$ cat src/rtl/axi_injector_pkg.sv
// Shared definitions for the AXI-lite event injector.
//   - Fallback AXI-lite widths and response codes, used when the shared AXI
//     defines have not already been provided.
//   - inj_state_e: controller states.
//   - level_width(): width of a queue occupancy count for a given depth.
`ifndef AXI_ADDR_WIDTH
`define AXI_ADDR_WIDTH 32
`endif
`ifndef AXI_DATA_WIDTH
`define AXI_DATA_WIDTH 32
`endif
`ifndef RESP_OKAY
`define RESP_OKAY 2'b00
`endif

package axi_injector_pkg;

  typedef enum logic [1:0] {
    IDLE     = 2'd0,
    UP_WRITE = 2'd1,
    INJ_REQ  = 2'd2,
    INJ_RESP = 2'd3
  } inj_state_e;

  // Occupancy has to represent 0..depth inclusive.
  function automatic int unsigned level_width(input int unsigned depth);
    return $clog2(depth) + 1;
  endfunction

endpackage

$ cat src/rtl/if_axi_light.sv
// AXI-lite bundle (AW, W, B, AR, R channels).
//   modport master: drives requests and the response ready signals.
//   modport slave : drives the request ready signals and the responses.
`ifndef AXI_ADDR_WIDTH
`define AXI_ADDR_WIDTH 32
`endif
`ifndef AXI_DATA_WIDTH
`define AXI_DATA_WIDTH 32
`endif

interface if_axi_light;
  logic [`AXI_ADDR_WIDTH-1:0]   awaddr;
  logic [2:0]                   awprot;
  logic                         awvalid;
  logic                         awready;
  logic [`AXI_DATA_WIDTH-1:0]   wdata;
  logic [`AXI_DATA_WIDTH/8-1:0] wstrb;
  logic                         wvalid;
  logic                         wready;
  logic [1:0]                   bresp;
  logic                         bvalid;
  logic                         bready;
  logic [`AXI_ADDR_WIDTH-1:0]   araddr;
  logic [2:0]                   arprot;
  logic                         arvalid;
  logic                         arready;
  logic [`AXI_DATA_WIDTH-1:0]   rdata;
  logic [1:0]                   rresp;
  logic                         rvalid;
  logic                         rready;

  modport master (
    output awaddr, awprot, awvalid, input awready,
    output wdata, wstrb, wvalid, input wready,
    input bresp, bvalid, output bready,
    output araddr, arprot, arvalid, input arready,
    input rdata, rresp, rvalid, output rready
  );

  modport slave (
    input awaddr, awprot, awvalid, output awready,
    input wdata, wstrb, wvalid, output wready,
    output bresp, bvalid, input bready,
    input araddr, arprot, arvalid, output arready,
    output rdata, rresp, rvalid, input rready
  );
endinterface

$ cat src/rtl/axi_injector_sync_fifo.sv
// sync_fifo: single-clock FIFO with occupancy output.
//   clk, res_n   : clock, asynchronous active-low reset
//   push / din   : write request and data (dropped when full and not popping)
//   pop / dout   : read request and current head (dout valid when !empty)
//   full, empty  : status
//   level        : number of stored entries (0..DEPTH)
// A push is accepted when full if a pop happens in the same cycle.
module sync_fifo #(
  parameter int WIDTH = 32,
  parameter int DEPTH = 2
) (
  input  logic                     clk,
  input  logic                     res_n,
  input  logic                     push,
  input  logic                     pop,
  input  logic [WIDTH-1:0]         din,
  output logic [WIDTH-1:0]         dout,
  output logic                     full,
  output logic                     empty,
  output logic [$clog2(DEPTH):0]   level
);
  localparam int AW = $clog2(DEPTH);
  localparam int LW = AW + 1;

  logic [WIDTH-1:0] mem_q [DEPTH];
  logic [AW-1:0]    wr_ptr_q;
  logic [AW-1:0]    rd_ptr_q;
  logic [LW-1:0]    count_q;
  logic             do_push;
  logic             do_pop;

  assign empty   = (count_q == '0);
  assign full    = (count_q == LW'(DEPTH));
  assign do_pop  = pop & ~empty;
  assign do_push = push & (~full | do_pop);
  assign dout    = mem_q[rd_ptr_q];
  assign level   = count_q;

  // DEPTH is a power of two, so the pointers wrap on their own.
  always_ff @(posedge clk or negedge res_n) begin
    if (!res_n) begin
      wr_ptr_q <= '0;
      rd_ptr_q <= '0;
      count_q  <= '0;
    end else begin
      if (do_push) wr_ptr_q <= wr_ptr_q + AW'(1);
      if (do_pop)  rd_ptr_q <= rd_ptr_q + AW'(1);
      case ({do_push, do_pop})
        2'b10:   count_q <= count_q + LW'(1);
        2'b01:   count_q <= count_q - LW'(1);
        default: count_q <= count_q;
      endcase
    end
  end

  // Storage needs no reset: entries are only read once counted as present.
  always_ff @(posedge clk) begin
    if (do_push) mem_q[wr_ptr_q] <= din;
  end
endmodule

$ cat src/rtl/axi_injector.sv
// axi_injector: in-line AXI-lite block that turns hardware events into
// writes to a fixed address and merges them with upstream write traffic.
//   clk, res_n : clock, asynchronous active-low reset
//   sig, data  : event strobe and payload, sampled every rising edge
//   busy       : controller not idle or events still queued
//   overflow   : one-cycle pulse when an event was dropped (queue full)
//   err        : one-cycle pulse when an injected write got a non-OKAY bresp
//   level      : event queue occupancy
//   s_axi      : upstream port (from master)
//   m_axi      : downstream port (to slave)
// Handshakes: a transfer happens on the rising edge where valid and ready are
// both high; a valid, once raised, holds with stable payload until that edge,
// and ready may depend combinationally on valid.
module axi_injector
  import axi_injector_pkg::*;
#(
  parameter logic [`AXI_ADDR_WIDTH-1:0]   ADDR_INJECT  = 32'h00FF_FFF8,
  parameter int                           DEPTH        = 2,
  parameter bit                           PRIO_INJECT  = 1'b1,
  parameter logic [`AXI_DATA_WIDTH/8-1:0] WSTRB_INJECT = '1
) (
  input  logic                              clk,
  input  logic                              res_n,
  input  logic                              sig,
  input  logic [`AXI_DATA_WIDTH-1:0]        data,
  output logic                              busy,
  output logic                              overflow,
  output logic                              err,
  output logic [level_width(DEPTH)-1:0]     level,
  if_axi_light.slave                        s_axi,
  if_axi_light.master                       m_axi
);
  inj_state_e state_q, state_d;
  logic awvalid_q, awvalid_d;
  logic wvalid_q, wvalid_d;
  logic aw_done_q, aw_done_d;
  logic w_done_q, w_done_d;
  logic overflow_q, overflow_d;
  logic err_q, err_d;

  logic                       fifo_full;
  logic                       fifo_empty;
  logic                       fifo_pop;
  logic [`AXI_DATA_WIDTH-1:0] fifo_dout;
  logic                       up_req;
  logic                       in_req;
  logic                       aw_hs;
  logic                       w_hs;

  sync_fifo #(
    .WIDTH (`AXI_DATA_WIDTH),
    .DEPTH (DEPTH)
  ) u_fifo (
    .clk   (clk),
    .res_n (res_n),
    .push  (sig),
    .pop   (fifo_pop),
    .din   (data),
    .dout  (fifo_dout),
    .full  (fifo_full),
    .empty (fifo_empty),
    .level (level)
  );

  assign up_req = s_axi.awvalid | s_axi.wvalid;
  assign in_req = (state_q == INJ_REQ);
  assign aw_hs  = awvalid_q & m_axi.awready;
  assign w_hs   = wvalid_q & m_axi.wready;

  // AW and W retire independently; a done flag remembers an accepted channel
  // so its valid stays low until the other one is accepted too.
  assign aw_done_d  = in_req & (aw_done_q | aw_hs);
  assign w_done_d   = in_req & (w_done_q | w_hs);
  assign awvalid_d  = in_req & ~aw_done_d;
  assign wvalid_d   = in_req & ~w_done_d;
  // A pop in the same cycle frees a slot, so the event is not dropped.
  assign overflow_d = sig & fifo_full & ~fifo_pop;

  always_ff @(posedge clk or negedge res_n) begin
    if (!res_n) begin
      state_q    <= IDLE;
      awvalid_q  <= 1'b0;
      wvalid_q   <= 1'b0;
      aw_done_q  <= 1'b0;
      w_done_q   <= 1'b0;
      overflow_q <= 1'b0;
      err_q      <= 1'b0;
    end else begin
      state_q    <= state_d;
      awvalid_q  <= awvalid_d;
      wvalid_q   <= wvalid_d;
      aw_done_q  <= aw_done_d;
      w_done_q   <= w_done_d;
      overflow_q <= overflow_d;
      err_q      <= err_d;
    end
  end

  always_comb begin
    state_d  = state_q;
    fifo_pop = 1'b0;
    err_d    = 1'b0;
    case (state_q)
      IDLE: begin
        if (!fifo_empty && (PRIO_INJECT || !up_req)) state_d = INJ_REQ;
        else if (up_req)                             state_d = UP_WRITE;
      end
      UP_WRITE: begin
        if (m_axi.bvalid && s_axi.bready) state_d = IDLE;
      end
      INJ_REQ: begin
        if ((aw_done_q || aw_hs) && (w_done_q || w_hs)) state_d = INJ_RESP;
      end
      INJ_RESP: begin
        // Response is consumed here; failures are flagged, never retried.
        if (m_axi.bvalid) begin
          fifo_pop = 1'b1;
          err_d    = (m_axi.bresp != `RESP_OKAY);
          state_d  = IDLE;
        end
      end
      default: state_d = IDLE;
    endcase
  end

  // Write channel steering.
  always_comb begin
    m_axi.awaddr  = s_axi.awaddr;
    m_axi.awprot  = s_axi.awprot;
    m_axi.wdata   = s_axi.wdata;
    m_axi.wstrb   = s_axi.wstrb;
    m_axi.awvalid = 1'b0;
    m_axi.wvalid  = 1'b0;
    m_axi.bready  = 1'b0;
    s_axi.awready = 1'b0;
    s_axi.wready  = 1'b0;
    s_axi.bvalid  = 1'b0;
    s_axi.bresp   = m_axi.bresp;
    case (state_q)
      UP_WRITE: begin
        m_axi.awvalid = s_axi.awvalid;
        s_axi.awready = m_axi.awready;
        m_axi.wvalid  = s_axi.wvalid;
        s_axi.wready  = m_axi.wready;
        s_axi.bvalid  = m_axi.bvalid;
        m_axi.bready  = s_axi.bready;
      end
      INJ_REQ: begin
        m_axi.awaddr  = ADDR_INJECT;
        m_axi.awprot  = 3'b000;
        m_axi.wdata   = fifo_dout;
        m_axi.wstrb   = WSTRB_INJECT;
        m_axi.awvalid = awvalid_q;
        m_axi.wvalid  = wvalid_q;
      end
      INJ_RESP: begin
        m_axi.bready  = 1'b1;
      end
      default: ;
    endcase
  end

  // Read channels are never touched.
  assign m_axi.araddr  = s_axi.araddr;
  assign m_axi.arprot  = s_axi.arprot;
  assign m_axi.arvalid = s_axi.arvalid;
  assign s_axi.arready = m_axi.arready;
  assign s_axi.rdata   = m_axi.rdata;
  assign s_axi.rresp   = m_axi.rresp;
  assign s_axi.rvalid  = m_axi.rvalid;
  assign m_axi.rready  = s_axi.rready;

  assign busy     = (state_q != IDLE) | ~fifo_empty;
  assign overflow = overflow_q;
  assign err      = err_q;
endmodule

$ cat src/flat_wrapper.sv
// flat-port wrapper written by rule: the top's interface ports become plain ports
module axi_injector_flat import axi_injector_pkg::*;
#(
  parameter logic [`AXI_ADDR_WIDTH-1:0]   ADDR_INJECT  = 32'h00FF_FFF8,
  parameter int                           DEPTH        = 2,
  parameter bit                           PRIO_INJECT  = 1'b1,
  parameter logic [`AXI_DATA_WIDTH/8-1:0] WSTRB_INJECT = '1
)
  (clk, res_n, sig, data, busy, overflow, err, level, s_axi_awaddr, s_axi_awprot, s_axi_awvalid, s_axi_awready, s_axi_wdata, s_axi_wstrb, s_axi_wvalid, s_axi_wready, s_axi_bresp, s_axi_bvalid, s_axi_bready, s_axi_araddr, s_axi_arprot, s_axi_arvalid, s_axi_arready, s_axi_rdata, s_axi_rresp, s_axi_rvalid, s_axi_rready, m_axi_awaddr, m_axi_awprot, m_axi_awvalid, m_axi_awready, m_axi_wdata, m_axi_wstrb, m_axi_wvalid, m_axi_wready, m_axi_bresp, m_axi_bvalid, m_axi_bready, m_axi_araddr, m_axi_arprot, m_axi_arvalid, m_axi_arready, m_axi_rdata, m_axi_rresp, m_axi_rvalid, m_axi_rready);
  if_axi_light s_axi_i ();
  if_axi_light m_axi_i ();
  input  logic clk;
  input  logic res_n;
  input  logic sig;
  input  logic [`AXI_DATA_WIDTH-1:0] data;
  output logic busy;
  output logic overflow;
  output logic err;
  output logic [level_width(DEPTH)-1:0] level;
  input wire logic [$bits(s_axi_i.awaddr)-1:0] s_axi_awaddr;
  input wire logic [$bits(s_axi_i.awprot)-1:0] s_axi_awprot;
  input wire logic [$bits(s_axi_i.awvalid)-1:0] s_axi_awvalid;
  output wire logic [$bits(s_axi_i.awready)-1:0] s_axi_awready;
  input wire logic [$bits(s_axi_i.wdata)-1:0] s_axi_wdata;
  input wire logic [$bits(s_axi_i.wstrb)-1:0] s_axi_wstrb;
  input wire logic [$bits(s_axi_i.wvalid)-1:0] s_axi_wvalid;
  output wire logic [$bits(s_axi_i.wready)-1:0] s_axi_wready;
  output wire logic [$bits(s_axi_i.bresp)-1:0] s_axi_bresp;
  output wire logic [$bits(s_axi_i.bvalid)-1:0] s_axi_bvalid;
  input wire logic [$bits(s_axi_i.bready)-1:0] s_axi_bready;
  input wire logic [$bits(s_axi_i.araddr)-1:0] s_axi_araddr;
  input wire logic [$bits(s_axi_i.arprot)-1:0] s_axi_arprot;
  input wire logic [$bits(s_axi_i.arvalid)-1:0] s_axi_arvalid;
  output wire logic [$bits(s_axi_i.arready)-1:0] s_axi_arready;
  output wire logic [$bits(s_axi_i.rdata)-1:0] s_axi_rdata;
  output wire logic [$bits(s_axi_i.rresp)-1:0] s_axi_rresp;
  output wire logic [$bits(s_axi_i.rvalid)-1:0] s_axi_rvalid;
  input wire logic [$bits(s_axi_i.rready)-1:0] s_axi_rready;
  output wire logic [$bits(m_axi_i.awaddr)-1:0] m_axi_awaddr;
  output wire logic [$bits(m_axi_i.awprot)-1:0] m_axi_awprot;
  output wire logic [$bits(m_axi_i.awvalid)-1:0] m_axi_awvalid;
  input wire logic [$bits(m_axi_i.awready)-1:0] m_axi_awready;
  output wire logic [$bits(m_axi_i.wdata)-1:0] m_axi_wdata;
  output wire logic [$bits(m_axi_i.wstrb)-1:0] m_axi_wstrb;
  output wire logic [$bits(m_axi_i.wvalid)-1:0] m_axi_wvalid;
  input wire logic [$bits(m_axi_i.wready)-1:0] m_axi_wready;
  input wire logic [$bits(m_axi_i.bresp)-1:0] m_axi_bresp;
  input wire logic [$bits(m_axi_i.bvalid)-1:0] m_axi_bvalid;
  output wire logic [$bits(m_axi_i.bready)-1:0] m_axi_bready;
  output wire logic [$bits(m_axi_i.araddr)-1:0] m_axi_araddr;
  output wire logic [$bits(m_axi_i.arprot)-1:0] m_axi_arprot;
  output wire logic [$bits(m_axi_i.arvalid)-1:0] m_axi_arvalid;
  input wire logic [$bits(m_axi_i.arready)-1:0] m_axi_arready;
  input wire logic [$bits(m_axi_i.rdata)-1:0] m_axi_rdata;
  input wire logic [$bits(m_axi_i.rresp)-1:0] m_axi_rresp;
  input wire logic [$bits(m_axi_i.rvalid)-1:0] m_axi_rvalid;
  output wire logic [$bits(m_axi_i.rready)-1:0] m_axi_rready;
  assign s_axi_i.awaddr = s_axi_awaddr;
  assign s_axi_i.awprot = s_axi_awprot;
  assign s_axi_i.awvalid = s_axi_awvalid;
  assign s_axi_awready = s_axi_i.awready;
  assign s_axi_i.wdata = s_axi_wdata;
  assign s_axi_i.wstrb = s_axi_wstrb;
  assign s_axi_i.wvalid = s_axi_wvalid;
  assign s_axi_wready = s_axi_i.wready;
  assign s_axi_bresp = s_axi_i.bresp;
  assign s_axi_bvalid = s_axi_i.bvalid;
  assign s_axi_i.bready = s_axi_bready;
  assign s_axi_i.araddr = s_axi_araddr;
  assign s_axi_i.arprot = s_axi_arprot;
  assign s_axi_i.arvalid = s_axi_arvalid;
  assign s_axi_arready = s_axi_i.arready;
  assign s_axi_rdata = s_axi_i.rdata;
  assign s_axi_rresp = s_axi_i.rresp;
  assign s_axi_rvalid = s_axi_i.rvalid;
  assign s_axi_i.rready = s_axi_rready;
  assign m_axi_awaddr = m_axi_i.awaddr;
  assign m_axi_awprot = m_axi_i.awprot;
  assign m_axi_awvalid = m_axi_i.awvalid;
  assign m_axi_i.awready = m_axi_awready;
  assign m_axi_wdata = m_axi_i.wdata;
  assign m_axi_wstrb = m_axi_i.wstrb;
  assign m_axi_wvalid = m_axi_i.wvalid;
  assign m_axi_i.wready = m_axi_wready;
  assign m_axi_i.bresp = m_axi_bresp;
  assign m_axi_i.bvalid = m_axi_bvalid;
  assign m_axi_bready = m_axi_i.bready;
  assign m_axi_araddr = m_axi_i.araddr;
  assign m_axi_arprot = m_axi_i.arprot;
  assign m_axi_arvalid = m_axi_i.arvalid;
  assign m_axi_i.arready = m_axi_arready;
  assign m_axi_i.rdata = m_axi_rdata;
  assign m_axi_i.rresp = m_axi_rresp;
  assign m_axi_i.rvalid = m_axi_rvalid;
  assign m_axi_rready = m_axi_i.rready;
  axi_injector #(.ADDR_INJECT(ADDR_INJECT), .DEPTH(DEPTH), .PRIO_INJECT(PRIO_INJECT), .WSTRB_INJECT(WSTRB_INJECT)) u_core (.clk(clk), .res_n(res_n), .sig(sig), .data(data), .busy(busy), .overflow(overflow), .err(err), .level(level), .s_axi(s_axi_i), .m_axi(m_axi_i));
endmodule
$ cat config.mk
export PLATFORM = sky130hd
export DESIGN_NAME = axi_injector_flat
export DESIGN_NICKNAME = d
export VERILOG_FILES = /design/src/rtl/axi_injector_pkg.sv /design/src/rtl/if_axi_light.sv /design/src/rtl/axi_injector_sync_fifo.sv /design/src/rtl/axi_injector.sv /design/src/flat_wrapper.sv
export SDC_FILE = /design/constraint.sdc
export NUM_CORES = 1
export LEC_CHECK = 0
export CORE_AREA = 2 2 133 135
export CTS_CLUSTER_DIAMETER = 60
export CTS_CLUSTER_SIZE = 16
export DETAILED_ROUTE_END_ITERATION = 16
export DIE_AREA = 0 0 135 137
export GPL_TIMING_DRIVEN = 0
export SETUP_SLACK_MARGIN = 0.05
export SLEW_MARGIN = 20
export SYNTH_ARGS = -nofsm -noshare
export SYNTH_HDL_FRONTEND = slang
export SYNTH_SLANG_ARGS = --single-unit
export TNS_END_PERCENT = 5
$ cat constraint.sdc
create_clock -name clk -period 7.5 [get_ports clk]
set_clock_uncertainty 0.1 [all_clocks]
set_input_delay 1.5 -clock clk [delete_from_list [all_inputs] [get_ports clk]]
set_output_delay 1.5 -clock clk [all_outputs]
set_load 0.005 [all_outputs]
==> results.yml <==
worst_setup_path:
  worstRegToRegCells: 6
  critPathArrivalTime_ns: 2.80
  path_buf_inv: 2
  critPathSlowestCell: "clkdlybuf4s50_1"
  rrSetupSlack_ns: 5.48
  cp_top_family: "buffers and inverters"
  crit-reg2reg-launch: "u_core.state_q[1]$_DFFE_PN0P_"
  cp-start-kind: "input port"
  crit_type: "in2out"
  r2r_end: "u_core.u_fifo.mem_q[0][3]$_DFFE_PP_"
  crit_chain: "clkdlybuf4s50_1 -> a22oi_1 -> nor2b_1 -> clkdlybuf4s50_1"
  crit_path_frequent_cell: "clkdlybuf4s50_1"
  cp.required_ns: 5.90
  cp-end-kind: "primary output"
  slowest_delay_ns: 0.53
  path_max_fanout: 2
timing:
  finalSetupTns_ns: 0
  fin_crit_ns: 4.40
  drv_slew: 0
  finalSetupViolations: 0
  setup_slack_ns: 3.10
  tightestPinTransition_ns: 0.543
  rsz0062_at_grt: "false"
  finalCritPeriodShare: 0.587
  fmax_mhz: 227
  hold_viol: 0
  max-slew-margin-rel: 0.637
pwr:
  max-vdd-ir-drop_mv: 0.162
  pwr-share-seq: 0.296
  finalPower_w: 0.00210
  power_leakage_nw: 2.96
  power_switching_w: 0.000703
  clkPwrFrac: 0.194
  pwr_density_cell_nw_per_um2: 282
  swShare: 0.335
  pwr-share-comb: 0.511
  internal_power_w: 0.00140
clock_network:
  postCtsSetupBuffers: 0
  clock_path_buffers: 2
  clkSinkCount: 76
  root_buffer: "clkbuf_16"
  hold_buffers: 0
  clk_transition_reported_paths_ns: 0.06
  cts_tree: "built"
  cts_resized: 0
  cts_buffers: 9
  h-tree-depth: 3
  clk_latency_ns: 0.34
finish:
  fillers: 1635
  multiInputGateArea_um2: 1240
  final_area_um2: 7440
  nets: 830
  layout-drive-gt1-share: 0.180
  final-seq-area_um2: 2220
  area_delta_synth_final_pct: 80.5
  final_cell_mix: "270 x clkdlybuf4s50_1, 79 x buf_4, 64 x edfxtp_1"
  final_common_cell: "clkdlybuf4s50_1"
yosys:
  synth_top_area_cell: "edfxtp_1"
  yosysWarningCount: 0
  syn_area_um2: 4120
  seq_area_frac_synth: 0.539
  async_flop_share: 0.158
  synth_area_per_cell_um2: 11.6
  synthCells: 356
  ys_top_cells_by_area: "edfxtp_1 47%, buf_4 14%, mux2i_1 8.3%"
  yosysTopAreaCellShare: 0.466
  synth_cell_types: 32
  synth_flop_cell: "edfxtp_1"
  yosys_register_bits: 76
  synth_edf_count: 64
  synthesis.nets: 547
floorplan:
  die_y_um: 137
  core.rowCount: 48
  die_area_um2: 18500
  die_width_um: 135
  io_pins: 344
  core_area_um2: 17100
  initial_core_util: 0.242
global_routing:
  grt_overflow: 0
  grt_pass1_wl_mm: 22.5
  antenna_found_initial: 1
  grt_max_degree: 31
  grt_usage: 0.166
  grt_pass1_vias: 3767
detailed_routing:
  route.detailed.drc: 0
  dr.first_iter.drc_count: 102
  routed_via_density: 4.13
  first_pass_iters: 6
  num_vias: 3595
  avgRoutedWirePerCell_um: 18.8
  routed_wl_mm: 16.4
  antenna_left: 0
place:
  dpl-instance-area_um2: 7150
  pre_cts_ws_ns: 3.10
  dp_hpwl_mm: 13.9
  gp_congestion: 0.880
  port_buffers: 270
worst_hold_path:
  worstHoldStart: "u_core.w_done_q$_DFF_PN0_"
  holdPathEnd: "u_core.w_done_q$_DFF_PN0_"
  min_path_cells: 2
  hp-class: "reg2reg"
run_status:
  outcome: "finished clean"
flow_run:
  drv_cap: 0
## synth_stat cells, types with 2 or more instances
cell	instances
buf_4	79
edfxtp_1	64
nor2_1	39
a21oi_1	35
mux2i_1	34
or2_1	25
nor2b_1	20
dfrtp_1	12
buf_2	9
and2_1	5
nand2_1	5
ha_1	4
clkbuf_1	3
a22oi_1	2
inv_1	2
o21ai_2	2
## routing by layer
metal | global-route usage | part of all wire
met2 | 0.310 | 0.54
met5 | 0 | 0
met1 | 0.180 | 0.36
met3 | 0.0522 | 0.078
met4 | 0.0480 | 0.022
## cells by family after synthesis
family | Yosys count | synth area share
AO/OA/AOI/OAI | 44 | 0.0656
XOR/XNOR | 2 | 0.00425
adder cells (fa/ha/maj) | 4 | 0.0121
buffers and inverters | 94 | 0.162
flip-flops | 76 | 0.539
multiplexers | 34 | 0.0826
AND/OR/NAND/NOR | 102 | 0.134
## sequential cells by signal, summed over array words and instances (netlist names)
name / count
u_core.aw_done_q: 1
u_core.awvalid_q: 1
u_core.err: 1
u_core.overflow: 1
u_core.state_q: 2
u_core.u_fifo.level: 2
u_core.u_fifo.mem_q: 64
u_core.u_fifo.rd_ptr_q: 1
u_core.u_fifo.wr_ptr_q: 1
u_core.w_done_q: 1
u_core.wvalid_q: 1
## power by group through the flow
stage,Combinational [W],Clock [W],Sequential [W]
3_3_place_gp,0.00105,0,0.000628
4_1_cts,0.00110,0.000419,0.000620
2_1_floorplan,0.000503,0,0.000621
6_report,0.00107,0.000407,0.000620
5_1_grt,0.00116,0.000437,0.000629
3_5_place_dp,0.00109,0,0.000628
## worst min-delay path, delay by kind of cell (launching register included)
kind	cells	cell delay, ns
flip-flops	1	0.32
AND/OR/NAND/NOR	1	0.10
AO/OA/AOI/OAI	1	0.07
## metrics by stage
step,instances,util,hold slack [ns]
2_1_floorplan,356,-,0.360
3_3_place_gp,851,0.417,0.381
3_5_place_dp,853,0.419,0.428
4_1_cts,869,0.436,0.442
5_1_grt,869,0.436,0.462
6_report,870,0.436,0.431
## worst max-delay path by stage
stage	start	end	depth (start not counted)
detailed placement	s_axi_wvalid	m_axi_wvalid	4
global placement	m_axi_bvalid	u_core.u_fifo.mem_q[0][5]$_DFFE_PP_	5
global route	s_axi_wvalid	m_axi_wvalid	4
CTS	s_axi_wvalid	m_axi_wvalid	4
finish	s_axi_wvalid	m_axi_wvalid	4
floorplan	m_axi_bvalid	u_core.u_fifo.mem_q[0][0]$_DFFE_PP_	4
## layout make-up
class / instances / area share
Inverter: 2 / 0.00101
Sequential cell: 76 / 0.299
Multi-Input combinational cell: 186 / 0.167
Clock buffer: 9 / 0.0303
Antenna cell: 1 / 0.000336
Tap cell: 225 / 0.0379
Buffer: 92 / 0.0888
Clock inverter: 7 / 0.00757
Timing Repair Buffer: 272 / 0.369
No activity file was read; power rests on OpenSTA's default activity.
